[config.mk]
export PLATFORM = sky130hd
export DESIGN_NAME = twisted_ring_counter
export DESIGN_NICKNAME = d
export VERILOG_FILES = /design/src/rtl/twisted_ring_counter.sv
export SDC_FILE = /design/constraint.sdc
export NUM_CORES = 1
export LEC_CHECK = 0
export CAP_MARGIN = 15
export CELL_PAD_IN_SITES_DETAIL_PLACEMENT = 1
export CELL_PAD_IN_SITES_GLOBAL_PLACEMENT = 2
export CORE_MARGIN = 4
export CORE_UTILIZATION = 24
export DETAILED_ROUTE_END_ITERATION = 10
export GPL_ROUTABILITY_DRIVEN = 0
export PLACE_DENSITY_LB_ADDON = 0.1
export SLEW_MARGIN = 20
export SYNTH_ARGS = -nofsm -noshare
export SYNTH_HDL_FRONTEND = slang
export SYNTH_SLANG_ARGS = --single-unit
[constraint.sdc]
create_clock -name clk -period 4.2 [get_ports clk]
set_clock_uncertainty 0.2 [all_clocks]
set_input_delay 0.84 -clock clk [delete_from_list [all_inputs] [get_ports clk]]
set_output_delay 0.84 -clock clk [all_outputs]
set_load 0.05 [all_outputs]
[src/rtl/twisted_ring_counter.sv]
// Shift-register phase/sequence generator. It runs as either a Johnson
// (twisted ring, 2*WIDTH states) or a one-hot ring (WIDTH states) counter.
// Features: bidirectional stepping, enable, checked synchronous load, a binary
// phase index and one-cycle wrap / illegal-load pulses.
// Every output comes straight from a flop.
module twisted_ring_counter #(
  parameter int  WIDTH = 4,
  localparam int PW    = $clog2(2*WIDTH)
) (
  input  logic             clk,
  input  logic             reset,
  input  logic             en,
  input  logic             dir,
  input  logic             mode,
  input  logic             load,
  input  logic [WIDTH-1:0] load_val,
  output logic [WIDTH-1:0] q,
  output logic [PW-1:0]    phase,
  output logic             wrap,
  output logic             illegal
);

  localparam logic [WIDTH-1:0] RING_ZERO    = {{(WIDTH-1){1'b0}}, 1'b1};
  localparam logic [PW-1:0]    LAST_JOHNSON = PW'(2*WIDTH-1);
  localparam logic [PW-1:0]    LAST_RING    = PW'(WIDTH-1);

  logic [WIDTH-1:0] q_q, q_d;
  logic [PW-1:0]    phase_q, phase_d;
  logic             wrap_q, wrap_d;
  logic             illegal_q, illegal_d;
  logic             mode_q, mode_d;

  logic [WIDTH-1:0] q_fwd, q_rev;
  logic [PW-1:0]    last_phase;
  logic             jn_legal, rg_legal, ld_legal;
  logic [PW-1:0]    jn_idx, rg_idx, ld_idx;

  // Johnson state for phase k: k ones from the bottom up, then (k-W) zeros
  // creeping in from the bottom once the register is full of ones.
  function automatic logic [WIDTH-1:0] johnson_pattern(input int k);
    logic [WIDTH-1:0] p;
    for (int i = 0; i < WIDTH; i++) begin
      if (k <= WIDTH) p[i] = (i < k);
      else            p[i] = (i >= (k - WIDTH));
    end
    return p;
  endfunction

  function automatic logic [WIDTH-1:0] state_zero(input logic md);
    return md ? RING_ZERO : '0;
  endfunction

  // Next state one step either way; the Johnson twist inverts the fed-back bit.
  always_comb begin
    if (mode_q) begin
      q_fwd = {q_q[WIDTH-2:0], q_q[WIDTH-1]};
      q_rev = {q_q[0], q_q[WIDTH-1:1]};
    end else begin
      q_fwd = {q_q[WIDTH-2:0], ~q_q[WIDTH-1]};
      q_rev = {~q_q[0], q_q[WIDTH-1:1]};
    end
    last_phase = mode_q ? LAST_RING : LAST_JOHNSON;
  end

  // Johnson legality: load_val must match exactly one sequence entry.
  always_comb begin
    jn_legal = 1'b0;
    jn_idx   = '0;
    for (int k = 0; k < 2*WIDTH; k++) begin
      if (load_val == johnson_pattern(k)) begin
        jn_legal = 1'b1;
        jn_idx   = PW'(k);
      end
    end
  end

  // Ring legality: exactly one bit set; its position is the phase.
  always_comb begin
    int ones;
    ones   = 0;
    rg_idx = '0;
    for (int i = 0; i < WIDTH; i++) begin
      if (load_val[i]) begin
        ones   = ones + 1;
        rg_idx = PW'(i);
      end
    end
    rg_legal = (ones == 1);
  end

  // Select the legality result for the mode currently in effect.
  always_comb begin
    ld_legal = mode_q ? rg_legal : jn_legal;
    ld_idx   = mode_q ? rg_idx   : jn_idx;
  end

  // Per-edge priority below reset: mode change, then load, then step, then hold.
  // phase advances arithmetically alongside q, so there is never a re-decode of q.
  always_comb begin
    q_d       = q_q;
    phase_d   = phase_q;
    mode_d    = mode_q;
    wrap_d    = 1'b0;
    illegal_d = 1'b0;
    if (mode != mode_q) begin
      mode_d  = mode;
      q_d     = state_zero(mode);
      phase_d = '0;
    end else if (load) begin
      if (ld_legal) begin
        q_d     = load_val;
        phase_d = ld_idx;
      end else begin
        q_d       = state_zero(mode_q);
        phase_d   = '0;
        illegal_d = 1'b1;
      end
    end else if (en) begin
      if (dir) begin
        q_d     = q_rev;
        wrap_d  = (phase_q == '0);
        phase_d = (phase_q == '0) ? last_phase : phase_q - 1'b1;
      end else begin
        q_d     = q_fwd;
        wrap_d  = (phase_q == last_phase);
        phase_d = (phase_q == last_phase) ? '0 : phase_q + 1'b1;
      end
    end
  end

  // State registers; reset samples the mode input directly to pick state 0.
  always_ff @(posedge clk) begin
    if (reset) begin
      q_q       <= state_zero(mode);
      phase_q   <= '0;
      wrap_q    <= 1'b0;
      illegal_q <= 1'b0;
      mode_q    <= mode;
    end else begin
      q_q       <= q_d;
      phase_q   <= phase_d;
      wrap_q    <= wrap_d;
      illegal_q <= illegal_d;
      mode_q    <= mode_d;
    end
  end

  assign q       = q_q;
  assign phase   = phase_q;
  assign wrap    = wrap_q;
  assign illegal = illegal_q;

endmodule

==> results.tsv, run 1 <==
metric	value	unit
status	complete, no violations	
multiplexer area fraction after synthesis	5.07	%
CTS buffer count	3	
Mean Syn Cell Area	8.90	sq um
core footprint	4350	sq um
CTS Sinks	10	
crit path kind	input pin to register	
cts hold-fix bufs	0	
Final Hold Fails	0	
RSZ-0062 raised after global routing	no	
Buffers on Ports	18	
CTS tree	built	
layout cell share with drive strength beyond 1	12.9	%
Final TNS setup	0	ns
max_slew headroom	53.9	%
Crit path required time	4.11	ns
setup slack at placement	0.161	ns
P_leak	0.503	nW
critical path's top delay family	adder cells	
fraction of registers with async set/reset	0	%
diode count	0	
die area	5670	sq um
critical path endpoint category	register	
worst path arrival time	3.68	ns
initial drt markers	8	
Post-layout nets	160	
Crit path buffers/inverters	2	
Slew Limit Fails	0	
Compound-Gate Fraction of Synth Area	28.5	%
initial antenna violation count	0	
post-route clock period utilization	89.6	%
post-cts resize count	0	
max cap viols	0	
Post-Synth Adder-Cell Area	10.4	%
Syn Std Cell Area	1090	sq um
Post-DRT Antenna Nets	0	
Final WS setup	0.437	ns
Cell Rows	24	
slowest cell on the critical path	clkdlybuf4s50_1	
H-tree depth	1	
Area after DPL	1310	sq um
overall power	372	uW
Ys Warns	0	
min Tclk post-route	3.76	ns
critical path's most frequent cell	ha_1	
post-DP HPWL	2430	um
final std cells w/o fill	192	
final instance area	1360	sq um
Vias	966	
largest family of logic cells by synthesized area	compound AO/OA/AOI/OAI gates	
most frequent cells in the layout	clkdlybuf4s50_1, nand2_1, inv_1, a21oi_1	
CTS max path bufs	2	
cell count after placement	188	
number of global-route vias before repair	1078	
largest net degree at the start of global routing	18	
worst min path class	register to register	
Die Wd	75.3	um
post-synth cell types	46	
Clk Latency, worst-skew pair	0.24	ns
initial core utilization	24.9	%
Synth Net Count	141	
# setup viols final	0	
post-synthesis cell count	122	
Root Buffer	clkbuf_8	
Max Clock Freq	266	MHz
most common cell after layout, fill and taps aside	clkdlybuf4s50_1	
CP Cell Sequence	clkdlybuf4s50_1 > inv_1 > ha_1 > xor2_1 > ha_1 > and4b_1 > nor4_4 > nor2_1 > a221oi_1 > a211o_1	
DRC	0	
fin util	31.2	%
Peak VDD IR	0.131	mV
setup repair bufs after CTS	0	
Startpoint Class	input pin	
first-pass GRT wire length	5270	um
area delta synth->final	25.0	%
ys flop type	edfxtp_1	
Yosys reg bits	10	
Pwr per Cell Area	274	nW/um^2
Seq/Total Area, Yosys	23.0	%
Routed WL	3070	um
slowest stage delay, CP	0.58	ns
num ports	19	
number of vias per cell	5.03	
number of synthesized flops with an enable pin	5	
routed len/inst	16.0	um
1st-pass router iterations	2	
Hold Slack	0.350	ns
Post-Synth XOR/XNOR Area	3.23	%
Least-Margin Pin Slew	0.691	ns
clock slew at reported path FFs	0.05	ns
simple-gate share of the synthesized area	23.3	%
critical-path maximum fanout	6	
Vert. Die Dim	75.3	um
GRT overflow	0	
GRT Util Overall	12.1	%
sequential cells by signal (all words and copies together), names as in the netlist:
| register | count |
|---|---|
| q | 4 |
| phase | 3 |
| illegal | 1 |
| mode_q | 1 |
| wrap | 1 |
Yosys cell counts, types with 2 or more instances:
library cell	number	area share, %
buf_2	3	1.4
ha_1	9	10
dfxtp_1	5	9.2
xor2_1	2	1.6
inv_1	10	3.5
xnor2_1	2	1.6
a21oi_1	10	4.6
a21boi_0	2	1.4
o21ai_0	7	3.2
nand3_1	2	0.92
nor4b_4	2	4.4
o22ai_1	2	1.2
mux2_2	3	3.1
nand2_1	12	4.1
o21ai_1	3	1.4
a221oi_1	2	1.6
nor4_4	2	3.9
edfxtp_1	5	14
a221oi_2	2	2.8
nor2b_1	3	1.7
nor2_1	9	3.1
routing by layer:
metal,global-route usage (%),routed length (um),vias to the layer above
li1,-,-,482
met4,2.91,25,0
met5,0,0,-
met2,20.6,1490,13
met1,15.4,1480,467
met3,2.80,77,4
cell type report:
| cell class | count | area [sq um] |
|---|---|---|
| clock buffers | 4 | 45.0 |
| fillers | 509 | 3000 |
| inverters | 12 | 45.0 |
| multi-input cells | 95 | 764 |
| flip-flops and latches | 10 | 250 |
| well taps | 52 | 65.1 |
| repair buffers | 19 | 188 |
where the power goes:
part	internal, mW	switching [mW]
combinational	0.0577	0.0844
clock	0.0669	0.0421
sequential	0.111	0.0101
worst paths after layout:
path / from / end / slack (ns) / cells past startpoint
setup / recovery: load_val[1] / q[0] / 0.44 / 10
hold / removal: phase[1] / phase[1] / 0.35 / 2
setup reg to reg: mode_q / phase[0] / 1.96 / 4
hold reg to reg: phase[1] / phase[1] / 0.35 / 2
worst min-delay path: cells and delay by family (launching register included):
family / cells / cell delay [ns]
compound gates: 1 / 0.07
flops: 1 / 0.32
buf+inv: 1 / 0.11
kinds of logic (layout without fill, tap and decap cells):
logic type	count (synthesis)	after routing
simple gates	37	37
compound gates	40	40
buf+inv	17	35
xor+xnor	4	4
flops	10	10
fa+ha+maj	9	9
mux	5	5
Note: power is estimated with default switching activity, not from simulation.
==> run 2: changes to the inputs <==
Settings changed: CORE_ASPECT_RATIO set to 0.9, CORE_UTILIZATION 24 to 34.
==> run 2 against run 1 <==
Combinational power hardly changed. Clock power shrank 32%. Non-clock buffer count stayed put. Register-to-register slack about the same. Cell count is 5.2% lower. Critical endpoint unchanged. Largest power group unchanged.
==> results.tsv, run 2 (synthesis gave the netlist of run 1 again) <==
metric	value	unit	change
initial antenna violation count	0		unchanged
Final WS setup	0.589	ns	+0.152 ns
CTS tree	built		
DRC	0		unchanged
1st-pass router iterations	4		+2
GRT overflow	0		unchanged
Vias	994		+2.9%
CTS buffer count	3		unchanged
CP Cell Sequence	clkdlybuf4s50_1 > inv_1 > ha_1 > xor2_1 > ha_1 > and4b_1 > nor4_4 > nor2_1 > a221oi_1 > a211o_1		
Final TNS setup	0	ns	unchanged
Vert. Die Dim	61.6	um	-18%
cts hold-fix bufs	0		unchanged
CTS max path bufs	2		unchanged
Clk Latency, worst-skew pair	0.28	ns	+0.04 ns
overall power	335	uW	-9.9%
critical-path maximum fanout	6		unchanged
initial core utilization	35.4	%	+10 points
num ports	19		unchanged
post-cts resize count	0		unchanged
core footprint	3070	sq um	-30%
setup repair bufs after CTS	0		unchanged
critical path's most frequent cell	ha_1		
Post-DRT Antenna Nets	0		unchanged
Startpoint Class	input pin		
number of global-route vias before repair	937		-13%
Cell Rows	19		-21%
crit path launch	load_val[0]		
initial drt markers	43		+35
die area	4160	sq um	-27%
P_leak	0.495	nW	-1.5%
H-tree depth	1		unchanged
slowest stage delay, CP	0.54	ns	-0.04 ns
Crit path buffers/inverters	2		unchanged
min Tclk post-route	3.61	ns	-0.152 ns
critical path endpoint category	register		
Buffers on Ports	18		unchanged
largest net degree at the start of global routing	18		unchanged
max cap viols	0		unchanged
Post-layout nets	160		unchanged
routed len/inst	15.7	um	-1.6%
slowest cell on the critical path	clkdlybuf4s50_1		
Die Wd	67.6	um	-10%
Max Clock Freq	277	MHz	+4.2%
Root Buffer	clkbuf_4		
r2r startpoint	mode_q		
setup slack at placement	0.251	ns	+0.0900 ns
critical path's top delay family	adder cells		
clock slew at reported path FFs	0.09	ns	+0.04 ns
first-pass GRT wire length	4660	um	-12%
post-DP HPWL	2260	um	-6.6%
fillcell total	371		-27%
Final Hold Fails	0		unchanged
number of vias per cell	5.46		+8.6%
Least-Margin Pin Slew	0.660	ns	-0.0315 ns
Slew Limit Fails	0		unchanged
max_slew headroom	56.0	%	+2.1 points
worst path arrival time	3.57	ns	-0.11 ns
most frequent cells in the layout	clkdlybuf4s50_1, nand2_1, inv_1, a21oi_1		
GRT Util Overall	15.3	%	+3.3 points
most common cell after layout, fill and taps aside	clkdlybuf4s50_1		
Crit path required time	4.16	ns	+0.05 ns
status	complete, no violations		
Pwr per Cell Area	253	nW/um^2	-7.7%
hold_sp	phase[1]		
diode count	0		unchanged
# setup viols final	0		unchanged
RSZ-0062 raised after global routing	no		
Routed WL	2870	um	-6.7%
CTS Sinks	10		unchanged
worst min path class	register to register		
Largest register FFs	4		unchanged
layout cell share with drive strength beyond 1	12.9	%	unchanged
area delta synth->final	22.1	%	
post-route clock period utilization	86.0	%	-3.6 points
crit path kind	input pin to register		
Peak VDD IR	0.144	mV	+10%
run 2: tightest hold or removal path: stages, from the launching register on:
cell      delay, ns
dfxtp_1        0.33
inv_1          0.11
a221oi_2       0.07
run 2: routing by layer:
layer / routed length [um] / track usage, %
met5: 0 / 0
met4: 18 / 3.47
met3: 100 / 4.74
met2: 1300 / 22.9
met1: 1450 / 21.6
run 2: through the flow:
step,instances,hold slack [ns],util [%],instance area (sq um)
final,182,0.350,43.2,1330
after global routing,182,0.380,43.2,1330
after CTS,182,0.357,43.2,1330
after detailed placement,178,0.344,42.4,1300
after global placement,178,0.333,42.4,1300
after floorplan,122,0.524,-,1090
run 2: cell type report:
class                           instances  area [sq um]  area share, %
Timing Repair Buffer                   19           188           14.2
Clock buffer                            3          22.5           1.70
Sequential cell                        10           250           18.9
Clock inverter                          1          3.75          0.283
Tap cell                               42          52.6           3.96
Inverter                               12          45.0           3.40
Multi-Input combinational cell         95           764           57.6
run 2: final timing paths:
path,to,slack (ns),cells past startpoint
worst max-delay path,q[0],0.59,10
worst min-delay path,phase[1],0.35,2
worst max register to register,illegal,1.95,4
worst min register to register,phase[1],0.35,2
run 2: power by group:
part           total, mW  internal [mW]  switching [mW]  leakage, nW
clock network     0.0742         0.0344          0.0398       0.0154
registers          0.121          0.110          0.0103       0.0967
logic              0.140         0.0576          0.0828        0.383
==> run 3: changes to the inputs <==
Settings changed: SETUP_SLACK_MARGIN set to 0.02.
==> results of run 3 <==
No change in the layout: final DEF, timing and power equal those of run 2.
